==> src/rtl/ysyx_23060061_mem_arbiter.sv <==
// ysyx_23060061_mem_arbiter: round-robin AXI-Lite arbiter sharing one slave port between IFU (m0) and LSU (m1)
// One whole transaction (AR+R or AW+W+B) is granted at a time; routing is purely combinational from the state.
module ysyx_23060061_mem_arbiter #(
    parameter int ADDR_W = 32,
    parameter int DATA_W = 32
) (
    input  logic                clk,
    input  logic                rst,
    input  logic [ADDR_W-1:0]   m0_araddr,
    input  logic                m0_arvalid,
    output logic                m0_arready,
    output logic [DATA_W-1:0]   m0_rdata,
    output logic [1:0]          m0_rresp,
    output logic                m0_rvalid,
    input  logic                m0_rready,
    input  logic [ADDR_W-1:0]   m0_awaddr,
    input  logic                m0_awvalid,
    output logic                m0_awready,
    input  logic [DATA_W-1:0]   m0_wdata,
    input  logic [DATA_W/8-1:0] m0_wstrb,
    input  logic                m0_wvalid,
    output logic                m0_wready,
    output logic [1:0]          m0_bresp,
    output logic                m0_bvalid,
    input  logic                m0_bready,
    input  logic [ADDR_W-1:0]   m1_araddr,
    input  logic                m1_arvalid,
    output logic                m1_arready,
    output logic [DATA_W-1:0]   m1_rdata,
    output logic [1:0]          m1_rresp,
    output logic                m1_rvalid,
    input  logic                m1_rready,
    input  logic [ADDR_W-1:0]   m1_awaddr,
    input  logic                m1_awvalid,
    output logic                m1_awready,
    input  logic [DATA_W-1:0]   m1_wdata,
    input  logic [DATA_W/8-1:0] m1_wstrb,
    input  logic                m1_wvalid,
    output logic                m1_wready,
    output logic [1:0]          m1_bresp,
    output logic                m1_bvalid,
    input  logic                m1_bready,
    output logic [ADDR_W-1:0]   s_araddr,
    output logic                s_arvalid,
    input  logic                s_arready,
    input  logic [DATA_W-1:0]   s_rdata,
    input  logic [1:0]          s_rresp,
    input  logic                s_rvalid,
    output logic                s_rready,
    output logic [ADDR_W-1:0]   s_awaddr,
    output logic                s_awvalid,
    input  logic                s_awready,
    output logic [DATA_W-1:0]   s_wdata,
    output logic [DATA_W/8-1:0] s_wstrb,
    output logic                s_wvalid,
    input  logic                s_wready,
    input  logic [1:0]          s_bresp,
    input  logic                s_bvalid,
    output logic                s_bready,
    output logic [1:0]          grant
);
    typedef enum logic [2:0] {IDLE, M0_RD, M0_WR, M1_RD, M1_WR} state_t;
    state_t state, state_nxt;
    logic last, pick1, any_req, rd0, rd1, wr0, wr1;
    always_ff @(posedge clk or negedge rst) begin
        if (!rst) begin
            state <= IDLE;
            last  <= 1'b1;
        end else begin
            state <= state_nxt;
            if (state == IDLE && any_req) last <= pick1;
        end
    end
    // On a tie, last=1 means m1 was served most recently, so m0 goes next
    always_comb begin
        any_req   = m0_arvalid | m0_awvalid | m1_arvalid | m1_awvalid;
        pick1     = (m1_arvalid | m1_awvalid) & (!(m0_arvalid | m0_awvalid) | !last);
        state_nxt = state;
        case (state)
            IDLE:    state_nxt = !any_req ? IDLE : pick1 ? (m1_arvalid ? M1_RD : M1_WR)
                                                         : (m0_arvalid ? M0_RD : M0_WR);
            M0_RD:   state_nxt = (s_rvalid && m0_rready) ? IDLE : M0_RD;
            M0_WR:   state_nxt = (s_bvalid && m0_bready) ? IDLE : M0_WR;
            M1_RD:   state_nxt = (s_rvalid && m1_rready) ? IDLE : M1_RD;
            M1_WR:   state_nxt = (s_bvalid && m1_bready) ? IDLE : M1_WR;
            default: state_nxt = IDLE;
        endcase
    end
    always_comb begin
        rd0        = state == M0_RD;
        rd1        = state == M1_RD;
        wr0        = state == M0_WR;
        wr1        = state == M1_WR;
        grant      = {rd1 | wr1, rd0 | wr0};
        s_araddr   = rd0 ? m0_araddr  : rd1 ? m1_araddr  : '0;
        s_arvalid  = rd0 ? m0_arvalid : rd1 ? m1_arvalid : 1'b0;
        s_rready   = rd0 ? m0_rready  : rd1 ? m1_rready  : 1'b0;
        s_awaddr   = wr0 ? m0_awaddr  : wr1 ? m1_awaddr  : '0;
        s_awvalid  = wr0 ? m0_awvalid : wr1 ? m1_awvalid : 1'b0;
        s_wdata    = wr0 ? m0_wdata   : wr1 ? m1_wdata   : '0;
        s_wstrb    = wr0 ? m0_wstrb   : wr1 ? m1_wstrb   : '0;
        s_wvalid   = wr0 ? m0_wvalid  : wr1 ? m1_wvalid  : 1'b0;
        s_bready   = wr0 ? m0_bready  : wr1 ? m1_bready  : 1'b0;
        m0_arready = rd0 & s_arready;
        m0_rdata   = rd0 ? s_rdata : '0;
        m0_rresp   = rd0 ? s_rresp : 2'b00;
        m0_rvalid  = rd0 & s_rvalid;
        m0_awready = wr0 & s_awready;
        m0_wready  = wr0 & s_wready;
        m0_bresp   = wr0 ? s_bresp : 2'b00;
        m0_bvalid  = wr0 & s_bvalid;
        m1_arready = rd1 & s_arready;
        m1_rdata   = rd1 ? s_rdata : '0;
        m1_rresp   = rd1 ? s_rresp : 2'b00;
        m1_rvalid  = rd1 & s_rvalid;
        m1_awready = wr1 & s_awready;
        m1_wready  = wr1 & s_wready;
        m1_bresp   = wr1 ? s_bresp : 2'b00;
        m1_bvalid  = wr1 & s_bvalid;
    end
endmodule
==> config.mk <==
export PLATFORM = sky130hd
export DESIGN_NAME = ysyx_23060061_mem_arbiter
export DESIGN_NICKNAME = d
export VERILOG_FILES = /design/src/rtl/ysyx_23060061_mem_arbiter.sv
export SDC_FILE = /design/constraint.sdc
export NUM_CORES = 1
export LEC_CHECK = 0
export CORE_AREA = 2 2 174 176
export CTS_CLUSTER_SIZE = 25
export DETAILED_ROUTE_END_ITERATION = 12
export DIE_AREA = 0 0 176 178
export PLACE_DENSITY = 0.47
export SYNTH_ARGS = -nofsm -noshare
export SYNTH_HDL_FRONTEND = slang
export SYNTH_SLANG_ARGS = --single-unit
export TNS_END_PERCENT = 30
==> constraint.sdc <==
create_clock -name clk -period 2 [get_ports clk]
set_input_delay 0.6 -clock clk [delete_from_list [all_inputs] [get_ports clk]]
set_output_delay 0.6 -clock clk [all_outputs]
set_load 0.03 [all_outputs]
==> results.sh <==
export IMPL_status="finished, violations left"
export IMPL_failed_checks="negative setup slack"
export IMPL_relSlewSlack_pct=66.5
export IMPL_reg2reg_setup_slack_ps=550
export IMPL_max_freq_mhz=446
export IMPL_grt_first_pass_wirelength_um=23700
export IMPL_cp_startpoint="state[0]"
export IMPL_p_total_mw=9.81
export IMPL_hold_violations=0
export IMPL_critPathKind="register to output pin"
export IMPL_ys_seq_area_share_pct=5.29
export IMPL_synth_area_um2=1920
export IMPL_max_cap_viol_count=0
export IMPL_synth_distinct_cells=24
export IMPL_place_hpwl_um=14400
export IMPL_grt_pass1_vias=4017
export IMPL_antenna_left=0
export IMPL_dieArea_um2=31300
export IMPL_gp_congestion=0.708
export IMPL_grt_max_degree=60
export IMPL_portBuffers=441
export IMPL_pin_count=442
export IMPL_peakVddDrop_uv=575
export IMPL_cts_buffer_depth=2
export IMPL_setup_viol=189
export IMPL_post_synth_fa_ha_maj_area_fraction_pct=0
export IMPL_clkTransAtPathRegs_ps=30
export IMPL_drt_wl_total_um=17900
export IMPL_required_ps=1400
export IMPL_cp_end_kind="output pin"
export IMPL_via_per_inst=3.61
export IMPL_drt_first_pass_iters=4
export IMPL_critPathArrivalTime_ps=1640
export IMPL_n_antenna_cell=0
export IMPL_antenna_found_initial=0
export IMPL_rows=63
export IMPL_track_usage_pct=9.75
export IMPL_wl_per_cell_um=16.0
export IMPL_final_max_slew_viol_count=0
export IMPL_syn_num_nets=508
export IMPL_layout_worst_path_cycle_share_pct=112
export IMPL_hold_path_class="input pin to asynchronous set/reset pin"
export IMPL_cts_tree="yes"
export IMPL_initial_core_util_pct=6.52
export IMPL_power_density_nw_per_um2=1250
export IMPL_die_w_um=176
export IMPL_finalNetCount=979
export IMPL_area_growth_pct=309
export IMPL_dpl_worst_slack_ps=-98.9
export IMPL_finalClockSkew_ps=2.15
export IMPL_startpoint_type="register"
export IMPL_synthCells=255
export IMPL_cts_buffers=3
export IMPL_gr_usage_met1_pct=11.8
export IMPL_finalSetupTns_ps=-31460
export IMPL_whs_ps=584
export IMPL_avgSynthCellArea_um2=7.52
export IMPL_rsz0062_at_grt="yes"
export IMPL_met3_usage_pct=2.32
export IMPL_placedCellCount=1105
export IMPL_yosysWarningCount=0
export IMPL_placed_area_um2=7030
export IMPL_reg2reg_to="state[1]"
export IMPL_synthXorXnorAreaFrac_pct=0
export IMPL_synth_compound_area_share_pct=51.6
export IMPL_drt_iter0_drc=59
export IMPL_endpoint="s_wdata[3]"
export IMPL_ys_ff_latch=4
export IMPL_clk_latency_ps=230
export IMPL_grt_busiest_layer="met2"
export IMPL_gr_total_overflow=0
export IMPL_cts_sinks=4
export IMPL_r2r_cells=4
export IMPL_cts_root_buf="clkbuf_16"
export IMPL_met2_usage_pct=18.1
export IMPL_vias=4028
export IMPL_synthMuxAreaShare_pct=0.522
export IMPL_tightest_slew_ps=499
export IMPL_final_util_pct=26.6
export IMPL_final_cell_count_no_fill=1115
export IMPL_stdcell_area_um2=7830
export IMPL_cts_htree_levels=1
export IMPL_synth_top_family_by_area="compound AO/OA/AOI/OAI gates"
export IMPL_die_y_um=178
export IMPL_r2r_start="state[0]"
export IMPL_fin_crit_ps=2240
export IMPL_drive_above_1_share_pct=42.5
export IMPL_coreArea_um2=29400
export IMPL_synth_simple_area_share_pct=33.5
export IMPL_worstPathMaxFanout=20
export IMPL_leakage_nw=3.44
export IMPL_drc=0
export IMPL_layout_setup_ws_ps=-245
-- sequential cells by signal, indices dropped and copies added, names as in the netlist --
name / flops
last: 1
state: 3
-- worst max-delay path, cell delays in order, from the launching register on --
cell and delay (ps):
dfrtp_2 460, nor3b_4 220, buf_12 200, buf_12 140, a22o_1 220, buf_12 150
-- worst min path at each step --
stage | startpoint | end | slack, ps | cells after the start
2_1_floorplan | rst | state[0] | 300 | 0
3_3_place_gp | last | last | 590 | 1
3_5_place_dp | last | last | 590 | 1
4_1_cts | rst | state[1] | 590 | 1
5_1_grt | rst | state[1] | 600 | 1
6_report | rst | state[1] | 580 | 1
-- layout by cell type (no fill, tap or decap), types with 2 or more instances in the layout --
cell | netlist | final
clkdlybuf4s50_1 | 0 | 252
buf_6 | 0 | 112
a22o_1 | 107 | 94
buf_4 | 7 | 94
and2_1 | 82 | 47
buf_12 | 0 | 38
and2_4 | 0 | 35
a22o_4 | 0 | 13
nand2_1 | 6 | 6
clkbuf_16 | 0 | 5
o21ai_0 | 4 | 4
nor2_1 | 3 | 3
dfrtp_2 | 0 | 3
nor3b_4 | 2 | 2
or2_2 | 2 | 2
nor2b_1 | 2 | 2
-- synthesized netlist by cell type, drive strengths merged --
cell type	instances	area, µm²
a21oi	1	5.00
a22o	107	937
a32o	1	10.0
a41o	1	10.0
and2	82	513
and3b	1	8.76
buf	23	133
clkbuf	9	38.8
dfrtp	3	75.1
dfstp	1	26.3
inv	1	3.75
mux2i	1	10.0
nand2	6	22.5
nand2b	2	12.5
nor2	4	17.5
nor2b	2	12.5
nor3	1	5.00
nor3b	2	37.5
o21ai	4	20.0
o22ai	1	6.26
or2	2	12.5
-- report_power, final --
part           internal [mW]  switching, mW
combinational           4.58           4.71
clock                  0.264         0.0604
sequential             0.131         0.0681
total                   4.97           4.84
-- cell families after synthesis --
kind of cell           after synthesis
flip-flops                           4
AO/OA/AOI/OAI                      115
buffers and inverters               33
AND/OR/NAND/NOR                    102
multiplexers                         1
-- routing by layer --
| layer | wire, µm | vias to the layer above | part of all wire (%) |
|---|---|---|---|
| met3 | 1460 | 8 | 8.2 |
| met1 | 7070 | 1869 | 40 |
| met2 | 9260 | 232 | 52 |
| met5 | 0 | - | 0 |
| li1 | - | 1919 | - |
| met4 | 90 | 0 | 0.50 |
-- final cells by class --
| cell class | count | area, µm² |
|---|---|---|
| multi-input combinational | 218 | 1860 |
| fill | 3120 | 21600 |
| clock buffer | 4 | 78.8 |
| timing repair buffer | 498 | 5300 |
| inverter | 1 | 3.75 |
| sequential | 4 | 105 |
| tap | 390 | 488 |
-- timing repair --
action                     4_1_cts  5_1_grt
pin swaps                       28       44
hold buffers                     0        0
resized for setup              120       48
setup buffers                    1        1
cloned                           1        4
setup endpoints to repair      189      189
No activity file was read; power rests on OpenSTA's default activity.
